--- config.mk ---
export PLATFORM = sky130hd
export DESIGN_NAME = t05_find_least
export DESIGN_NICKNAME = d
export VERILOG_FILES = /design/src/rtl/t05_find_least.sv
export SDC_FILE = /design/constraint.sdc
export NUM_CORES = 1
export LEC_CHECK = 0
export CORE_UTILIZATION = 50
export CTS_BUF_LIST = sky130_fd_sc_hd__clkbuf_4 sky130_fd_sc_hd__clkbuf_8
export CTS_CLUSTER_DIAMETER = 30
export DETAILED_ROUTE_END_ITERATION = 7
export GPL_TIMING_DRIVEN = 0
export PLACE_DENSITY_LB_ADDON = 0.25
export SLEW_MARGIN = 20
export SYNTH_ARGS = -nofsm -noshare
export SYNTH_HDL_FRONTEND = slang
export SYNTH_SLANG_ARGS = --single-unit
--- constraint.sdc ---
create_clock -name clk -period 5.5 [get_ports clk]
set_input_delay 0.825 -clock clk [delete_from_list [all_inputs] [get_ports clk]]
set_output_delay 0.825 -clock clk [all_outputs]
set_load 0.01 [all_outputs]
--- src/rtl/t05_find_least.sv ---
// t05_find_least: scans the completed byte histogram, reports the two
// smallest nonzero counts and clears both winning bins so that the next
// invocation continues up the histogram in ascending count order.
//
// Ports:
//   clk        system clock
//   rst        synchronous reset, active low
//   en_state   top-level FSM state; this block runs while it equals MY_STATE
//   sram_in    histogram read data, valid the cycle after an accepted read
//   sram_busy  SRAM stall; a command issued while high is not accepted
//   hist_addr  histogram address
//   wr_r_en    SRAM command: 00 idle, 01 read, 10 write
//   sram_out   histogram write data (always zero: bins are cleared)
//   least1     index of the smallest nonzero count
//   least2     index of the second-smallest nonzero count
//   cnt1/cnt2  counts at least1/least2
//   sum        cnt1 + cnt2, one bit wider so it never overflows
//   found      number of nonzero bins located (0..2)
//   complete   one-cycle pulse when the result outputs are fresh
module t05_find_least #(
    parameter int          NUM_BINS = 256,
    parameter int          CNT_W    = 32,
    parameter logic [3:0]  MY_STATE = 4'd2
) (
    input  logic               clk,
    input  logic               rst,
    input  logic [3:0]         en_state,
    input  logic [CNT_W-1:0]   sram_in,
    input  logic               sram_busy,
    output logic [7:0]         hist_addr,
    output logic [1:0]         wr_r_en,
    output logic [CNT_W-1:0]   sram_out,
    output logic [7:0]         least1,
    output logic [7:0]         least2,
    output logic [CNT_W-1:0]   cnt1,
    output logic [CNT_W-1:0]   cnt2,
    output logic [CNT_W:0]     sum,
    output logic [1:0]         found,
    output logic               complete
);

    typedef enum logic [2:0] {
        ST_IDLE   = 3'd0,
        ST_SCAN   = 3'd1,
        ST_DRAIN  = 3'd2,
        ST_CLEAR1 = 3'd3,
        ST_CLEAR2 = 3'd4,
        ST_DONE   = 3'd5,
        ST_WAIT   = 3'd6
    } state_t;

    localparam logic [7:0] LAST_IDX = 8'(NUM_BINS - 1);
    localparam logic [1:0] CMD_IDLE = 2'b00;
    localparam logic [1:0] CMD_RD   = 2'b01;
    localparam logic [1:0] CMD_WR   = 2'b10;

    state_t             state_q, state_d;
    logic [7:0]         ptr_q, ptr_d;
    logic               pend_q, pend_d;          // a read was accepted last cycle
    logic [7:0]         pend_idx_q, pend_idx_d;  // index of that read

    // Running trackers; validity flags instead of sentinels so that an
    // all-ones count is still a legal candidate.
    logic [7:0]         trk_l1_q, trk_l1_d, trk_l2_q, trk_l2_d;
    logic [CNT_W-1:0]   trk_c1_q, trk_c1_d, trk_c2_q, trk_c2_d;
    logic               trk_v1_q, trk_v1_d, trk_v2_q, trk_v2_d;

    logic [7:0]         hist_addr_q, hist_addr_d;
    logic [1:0]         wr_r_en_q, wr_r_en_d;
    logic [7:0]         least1_q, least1_d, least2_q, least2_d;
    logic [CNT_W-1:0]   cnt1_q, cnt1_d, cnt2_q, cnt2_d;
    logic [CNT_W:0]     sum_q, sum_d;
    logic [1:0]         found_q, found_d;
    logic               complete_q, complete_d;

    logic               run_s;
    logic               load_s;
    logic [CNT_W-1:0]   res_c1_s, res_c2_s;

    assign run_s = (en_state == MY_STATE);

    // Tracker update: insert each sampled nonzero count into the sorted pair.
    always_comb begin
        trk_l1_d = trk_l1_q;
        trk_c1_d = trk_c1_q;
        trk_v1_d = trk_v1_q;
        trk_l2_d = trk_l2_q;
        trk_c2_d = trk_c2_q;
        trk_v2_d = trk_v2_q;
        if ((state_q == ST_IDLE) && run_s) begin
            trk_l1_d = 8'd0;
            trk_c1_d = {CNT_W{1'b0}};
            trk_v1_d = 1'b0;
            trk_l2_d = 8'd0;
            trk_c2_d = {CNT_W{1'b0}};
            trk_v2_d = 1'b0;
        end else if (((state_q == ST_SCAN) || (state_q == ST_DRAIN)) && run_s
                     && pend_q && (sram_in != {CNT_W{1'b0}})) begin
            // Strict less-than: on ties the earlier (lower) index stays ahead.
            if (!trk_v1_q || (sram_in < trk_c1_q)) begin
                trk_l2_d = trk_l1_q;
                trk_c2_d = trk_c1_q;
                trk_v2_d = trk_v1_q;
                trk_l1_d = pend_idx_q;
                trk_c1_d = sram_in;
                trk_v1_d = 1'b1;
            end else if (!trk_v2_q || (sram_in < trk_c2_q)) begin
                trk_l2_d = pend_idx_q;
                trk_c2_d = sram_in;
                trk_v2_d = 1'b1;
            end else begin
                trk_v2_d = trk_v2_q;
            end
        end else begin
            trk_v1_d = trk_v1_q;
        end
    end

    // Next-state logic, read pointer and pending-sample bookkeeping.
    always_comb begin
        state_d    = state_q;
        ptr_d      = ptr_q;
        pend_d     = 1'b0;
        pend_idx_d = pend_idx_q;
        case (state_q)
            ST_IDLE: begin
                if (run_s) begin
                    state_d = ST_SCAN;
                    ptr_d   = 8'd0;
                end else begin
                    state_d = ST_IDLE;
                end
            end
            ST_SCAN: begin
                if (!run_s) begin
                    state_d = ST_IDLE;
                end else if (!sram_busy) begin
                    pend_d     = 1'b1;
                    pend_idx_d = ptr_q;
                    ptr_d      = ptr_q + 8'd1;
                    if (ptr_q == LAST_IDX) begin
                        state_d = ST_DRAIN;
                    end else begin
                        state_d = ST_SCAN;
                    end
                end else begin
                    state_d = ST_SCAN;
                end
            end
            ST_DRAIN: begin
                // Decide on the clears using the trackers including the last datum.
                if (!run_s) begin
                    state_d = ST_IDLE;
                end else if (trk_v1_d) begin
                    state_d = ST_CLEAR1;
                end else begin
                    state_d = ST_DONE;
                end
            end
            ST_CLEAR1: begin
                if (!run_s) begin
                    state_d = ST_IDLE;
                end else if (!sram_busy) begin
                    state_d = trk_v2_q ? ST_CLEAR2 : ST_DONE;
                end else begin
                    state_d = ST_CLEAR1;
                end
            end
            ST_CLEAR2: begin
                if (!run_s) begin
                    state_d = ST_IDLE;
                end else if (!sram_busy) begin
                    state_d = ST_DONE;
                end else begin
                    state_d = ST_CLEAR2;
                end
            end
            ST_DONE: begin
                state_d = ST_WAIT;
            end
            ST_WAIT: begin
                if (!run_s) begin
                    state_d = ST_IDLE;
                end else begin
                    state_d = ST_WAIT;
                end
            end
            default: begin
                state_d = ST_IDLE;
            end
        endcase
    end

    // Registered outputs: the SRAM command is derived from the state being
    // entered, so it is presented for the whole cycle spent in that state.
    always_comb begin
        hist_addr_d = hist_addr_q;
        wr_r_en_d   = CMD_IDLE;
        least1_d    = least1_q;
        least2_d    = least2_q;
        cnt1_d      = cnt1_q;
        cnt2_d      = cnt2_q;
        sum_d       = sum_q;
        found_d     = found_q;
        complete_d  = 1'b0;
        case (state_d)
            ST_SCAN: begin
                hist_addr_d = ptr_d;
                wr_r_en_d   = CMD_RD;
            end
            ST_CLEAR1: begin
                hist_addr_d = trk_l1_d;
                wr_r_en_d   = CMD_WR;
            end
            ST_CLEAR2: begin
                hist_addr_d = trk_l2_d;
                wr_r_en_d   = CMD_WR;
            end
            default: begin
                wr_r_en_d = CMD_IDLE;
            end
        endcase
        if (load_s) begin
            least1_d   = trk_v1_d ? trk_l1_d : 8'd0;
            least2_d   = trk_v2_d ? trk_l2_d : 8'd0;
            cnt1_d     = res_c1_s;
            cnt2_d     = res_c2_s;
            sum_d      = {1'b0, res_c1_s} + {1'b0, res_c2_s};
            found_d    = {1'b0, trk_v1_d} + {1'b0, trk_v2_d};
            complete_d = 1'b1;
        end else begin
            complete_d = 1'b0;
        end
    end

    assign load_s   = (state_d == ST_DONE) && (state_q != ST_DONE);
    assign res_c1_s = trk_v1_d ? trk_c1_d : {CNT_W{1'b0}};
    assign res_c2_s = trk_v2_d ? trk_c2_d : {CNT_W{1'b0}};

    // State, tracker and output registers with synchronous active-low reset.
    always_ff @(posedge clk) begin
        if (!rst) begin
            state_q     <= ST_IDLE;
            ptr_q       <= 8'd0;
            pend_q      <= 1'b0;
            pend_idx_q  <= 8'd0;
            trk_l1_q    <= 8'd0;
            trk_c1_q    <= {CNT_W{1'b0}};
            trk_v1_q    <= 1'b0;
            trk_l2_q    <= 8'd0;
            trk_c2_q    <= {CNT_W{1'b0}};
            trk_v2_q    <= 1'b0;
            hist_addr_q <= 8'd0;
            wr_r_en_q   <= CMD_IDLE;
            least1_q    <= 8'd0;
            least2_q    <= 8'd0;
            cnt1_q      <= {CNT_W{1'b0}};
            cnt2_q      <= {CNT_W{1'b0}};
            sum_q       <= {(CNT_W+1){1'b0}};
            found_q     <= 2'd0;
            complete_q  <= 1'b0;
        end else begin
            state_q     <= state_d;
            ptr_q       <= ptr_d;
            pend_q      <= pend_d;
            pend_idx_q  <= pend_idx_d;
            trk_l1_q    <= trk_l1_d;
            trk_c1_q    <= trk_c1_d;
            trk_v1_q    <= trk_v1_d;
            trk_l2_q    <= trk_l2_d;
            trk_c2_q    <= trk_c2_d;
            trk_v2_q    <= trk_v2_d;
            hist_addr_q <= hist_addr_d;
            wr_r_en_q   <= wr_r_en_d;
            least1_q    <= least1_d;
            least2_q    <= least2_d;
            cnt1_q      <= cnt1_d;
            cnt2_q      <= cnt2_d;
            sum_q       <= sum_d;
            found_q     <= found_d;
            complete_q  <= complete_d;
        end
    end

    assign hist_addr = hist_addr_q;
    assign wr_r_en   = wr_r_en_q;
    assign sram_out  = {CNT_W{1'b0}};
    assign least1    = least1_q;
    assign least2    = least2_q;
    assign cnt1      = cnt1_q;
    assign cnt2      = cnt2_q;
    assign sum       = sum_q;
    assign found     = found_q;
    assign complete  = complete_q;

endmodule
==> results.py <==
metrics = {
    "power_and_ir_drop": {
        "p_leak_nw": 6.334,
        "pwr-share-seq": 0.411,
        "power-per-cell-area_mw_per_mm2": 246.8,
        "internal_power_w": 0.003069,
        "p_sw_frac": 0.2377,
        "power.switching_w": 0.0009571,
        "peakVddDrop_v": 0.0001861,
        "p_comb_frac": 0.053,
        "p_clk_frac": 0.536,
    },
    "min_path": {
        "hp-class": "reg -> reg",
    },
    "clock_network": {
        "path_clk_slew_ps": 60,
        "cts_tree": "built",
        "holdBufCountCts": 0,
        "htreeDepth": 2,
        "clkLatencyLatePin_ps": 580,
        "clk_path_buf_depth": 3,
        "cts_buffers": 49,
        "root_buffer": "clkbuf_8",
        "clock-sinks": 228,
    },
    "routing": {
        "wirelength_mm": 40.69,
        "initialDrtViolationCount": 1087,
        "vias": 12260,
        "via_per_inst": 5.880,
        "dr.pass1.iters": 6,
        "drc_errors": 0,
        "antenna_left": 0,
        "detail_route.wl_per_cell_um": 19.52,
    },
    "floorplan": {
        "start_util": 0.5112,
        "core-area_mm2": 0.02354,
        "std_cell_rows": 56,
        "fp.dieH_um": 157.1,
        "die_w_um": 157.1,
        "io_pins": 197,
        "dieArea_mm2": 0.02469,
    },
    "synth": {
        "ys_ff_latch": 228,
        "synthAdderAreaFrac": 0.1015,
        "ys_types": 73,
        "synth-simple-area-share": 0.1667,
        "synth_top_family_by_area": "compound AO/OA/AOI/OAI gates",
        "async_flop_share": 0,
        "postSynthCellCount": 1447,
        "yosys.area.top_type": "dfxtp_1",
        "synth_top_area_frac": 0.3793,
        "ys_top_cells_by_area": "dfxtp_1 (38%), ha_1 (10%), nor2_1 (5.0%)",
        "synth_edf_count": 0,
        "synth_compound_area_frac": 0.2496,
        "synthMuxAreaShare": 0.01248,
        "yosysSeqAreaShare": 0.3793,
        "ys.flop_type": "dfxtp_1",
        "ys.warnings.count": 0,
        "synth_area_mm2": 0.01203,
        "synth_area_per_cell_um2": 8.317,
        "synthXorXnorAreaFrac": 0.01892,
    },
    "global_routing": {
        "grt.total_usage": 0.3188,
        "first_global_vias": 11574,
        "grt_max_degree": 14,
        "gr-total-overflow": 0,
        "grt_pass1_wl_mm": 61.02,
        "antenna_found_initial": 1,
    },
    "timing": {
        "timing.slew.headroom": 0.3768,
        "fin_crit_sh": 0.9915,
        "fmax_ghz": 0.1834,
        "fin_tns_setup_ps": 0,
        "fin_skew_ps": 20.38,
        "fin_hold_ws_ps": 449.8,
        "fin_crit_ps": 5453,
        "setup_violations": 0,
        "slew_viol_final": 0,
        "hold_viol_final": 0,
        "tightestPinTransition_ps": 928.6,
    },
    "placed_design": {
        "port_buffers": 162,
        "place_area_mm2": 0.01419,
        "place_congestion": 0.9570,
        "dp_hpwl_mm": 28.82,
    },
    "setup_path": {
        "rr_worst_depth": 27,
        "cp.required_ps": 6010,
        "critical_path_class": "in -> reg",
        "crit_end": "sum[29]$_SDFFE_PN0P_",
        "startpoint_type": "input pin",
        "worst_ep_arrival_time_ps": 5960,
        "critPathLaunch": "sram_in[14]",
        "crit_fanout": 7,
        "reg2reg_slack_ps": 80,
        "r2r-start": "trk_c1_q[17]$_SDFF_PN0_",
        "r2r_end": "sum[32]$_SDFFE_PN0P_",
        "endpoint_kind": "flop",
    },
    "flow_run": {
        "max_cap_viol_count": 0,
    },
    "finish": {
        "final_nets": 1866,
        "fin_area_mm2": 0.01631,
        "antenna_cells": 0,
        "syn_to_final_growth_pct": 35.56,
        "fillers": 1886,
        "drive_above_1_share": 0.1801,
    },
    "status": {
        "status": "completed",
    },
}
==> cells in the final DEF, fill, tap and decap left out, drive strengths merged, types with 16 or more instances in the layout <==
master and count:
a21oi 115, nand2 157, a22oi 32, dfxtp 228
inv 76, o2bb2ai 62, nor2 162, clkdlybuf4s50 139
buf 110, nor3 16, o21ai 112, ha 96
and2 23, a21o 35, conb 32, clkbuf 114
==> power by group through the flow <==
stage / clock, W / sequential (W) / combinational, W
3_5_place_dp: 0 / 0.00169 / 0.000196
6_report: 0.00216 / 0.00165 / 0.000214
2_1_floorplan: 0 / 0.00169 / 0.000108
5_1_grt: 0.00226 / 0.00165 / 0.000230
3_3_place_gp: 0 / 0.00169 / 0.000190
4_1_cts: 0.00217 / 0.00165 / 0.000200
==> cell usage after synthesis (6+ instances only) <==
cell / n
a22o_1: 7
dfxtp_1: 228
a21oi_1: 115
nor2_1: 161
a211oi_1: 9
mux2i_1: 15
nor4_1: 11
o22ai_1: 6
and2_1: 22
clkbuf_1: 46
a211o_1: 9
nor3_1: 15
o21a_1: 11
nand4_1: 13
xor2_1: 11
nor2b_1: 6
a22oi_1: 32
o211ai_1: 8
inv_1: 71
o2bb2ai_1: 62
xnor2_1: 15
and3_1: 10
o31ai_1: 6
buf_4: 34
o21ai_0: 109
a221o_1: 6
nand2_1: 157
nand3_1: 14
ha_1: 96
a21o_1: 35
nand2b_1: 9
buf_2: 28
==> metal layers <==
| layer | routed length, µm | track usage | vias up |
|---|---|---|---|
| li1 | - | - | 5655 |
| met1 | 16820 | 0.4093 | 5835 |
| met2 | 18770 | 0.5124 | 636 |
| met3 | 3246 | 0.05286 | 132 |
| met4 | 1849 | 0.1706 | 2 |
| met5 | 13 | 0 | - |
==> state kept, by name (all words and copies together), names as in the netlist, 3 cells and up <==
register and flops:
cnt1 32, cnt2 32, hist_addr 8, least1 8, least2 8, pend_idx_q 8, ptr_q 8, state_q 3
sum 33, trk_c1_q 32, trk_c2_q 32, trk_l1_q 8, trk_l2_q 8
==> logic make-up after synthesis <==
group           Yosys count
compound gates          451
simple gates            444
buf+inv                 185
fa+ha+maj                97
mux                      15
other cells               1
flops                   228
xor+xnor                 26
==> cell type report <==
| type | count | area (µm²) | share of cell area |
|---|---|---|---|
| Inverter | 74 | 277.8 | 0.01703 |
| Clock inverter | 23 | 297.8 | 0.01825 |
| Multi-Input combinational cell | 1065 | 7293 | 0.4471 |
| Tap cell | 319 | 399.1 | 0.02447 |
| Clock buffer | 64 | 874.6 | 0.05361 |
| Sequential cell | 228 | 4569 | 0.2801 |
| Timing Repair Buffer | 206 | 1941 | 0.1190 |
| Buffer | 106 | 660.6 | 0.04050 |
==> metrics by stage <==
step / instances / util / setup slack [ps] / power, W
after floorplan: 1478 / - / -35.06 / 0.001799
after global placement: 1959 / 0.6027 / -2144 / 0.001881
after detailed placement: 1959 / 0.6027 / -2133 / 0.001886
after CTS: 2069 / 0.6752 / 17.19 / 0.004027
after global routing: 2085 / 0.6929 / -51.92 / 0.004142
final: 2085 / 0.6929 / 47.01 / 0.004026
==> worst min-delay path by stage <==
| stage | from | end | slack [ps] | depth (start not counted) |
|---|---|---|---|---|
| 2_1_floorplan | trk_c2_q[10]$_SDFF_PN0_ | trk_c2_q[10]$_SDFF_PN0_ | 450 | 1 |
| 3_3_place_gp | cnt2[15]$_SDFFE_PN0P_ | cnt2[15]$_SDFFE_PN0P_ | 430 | 2 |
| 3_5_place_dp | cnt2[25]$_SDFFE_PN0P_ | cnt2[25]$_SDFFE_PN0P_ | 440 | 2 |
| 4_1_cts | cnt2[15]$_SDFFE_PN0P_ | cnt2[15]$_SDFFE_PN0P_ | 460 | 2 |
| 5_1_grt | cnt1[19]$_SDFFE_PN0P_ | cnt1[19]$_SDFFE_PN0P_ | 470 | 2 |
| 6_report | least2[2]$_SDFFE_PN0P_ | least2[2]$_SDFFE_PN0P_ | 450 | 2 |
==> worst max-delay path, cell delays in order <==
cell             delay [ps]
clkdlybuf4s50_1         690
ha_1                    320
nor2b_1                 130
or4_4                   440
a21oi_4                 240
nor3_2                   80
nor3_2                  140
buf_4                   180
buf_8                   140
buf_4                   130
a22oi_2                  60
o2bb2ai_1               180
ha_2                    260
a211oi_2                100
o211ai_1                400
a211oi_4                130
or4b_4                  550
o211ai_1                140
o41ai_2                 110
o21ai_1                 220
buf_4                   150
xor2_1                  140
nand2_1                  70
a21oi_1                 130
==> timing repair <==
| item | 4_1_cts | 5_1_grt |
|---|---|---|
| endpoints found under the hold margin | 0 | 0 |
| gates cloned | 0 | 1 |
| pin swaps | 29 | 42 |
| setup buffers | 27 | 16 |
| resized for setup | 120 | 90 |
| setup endpoints to repair | 29 | 17 |
Power figures use the tool's default switching activity.
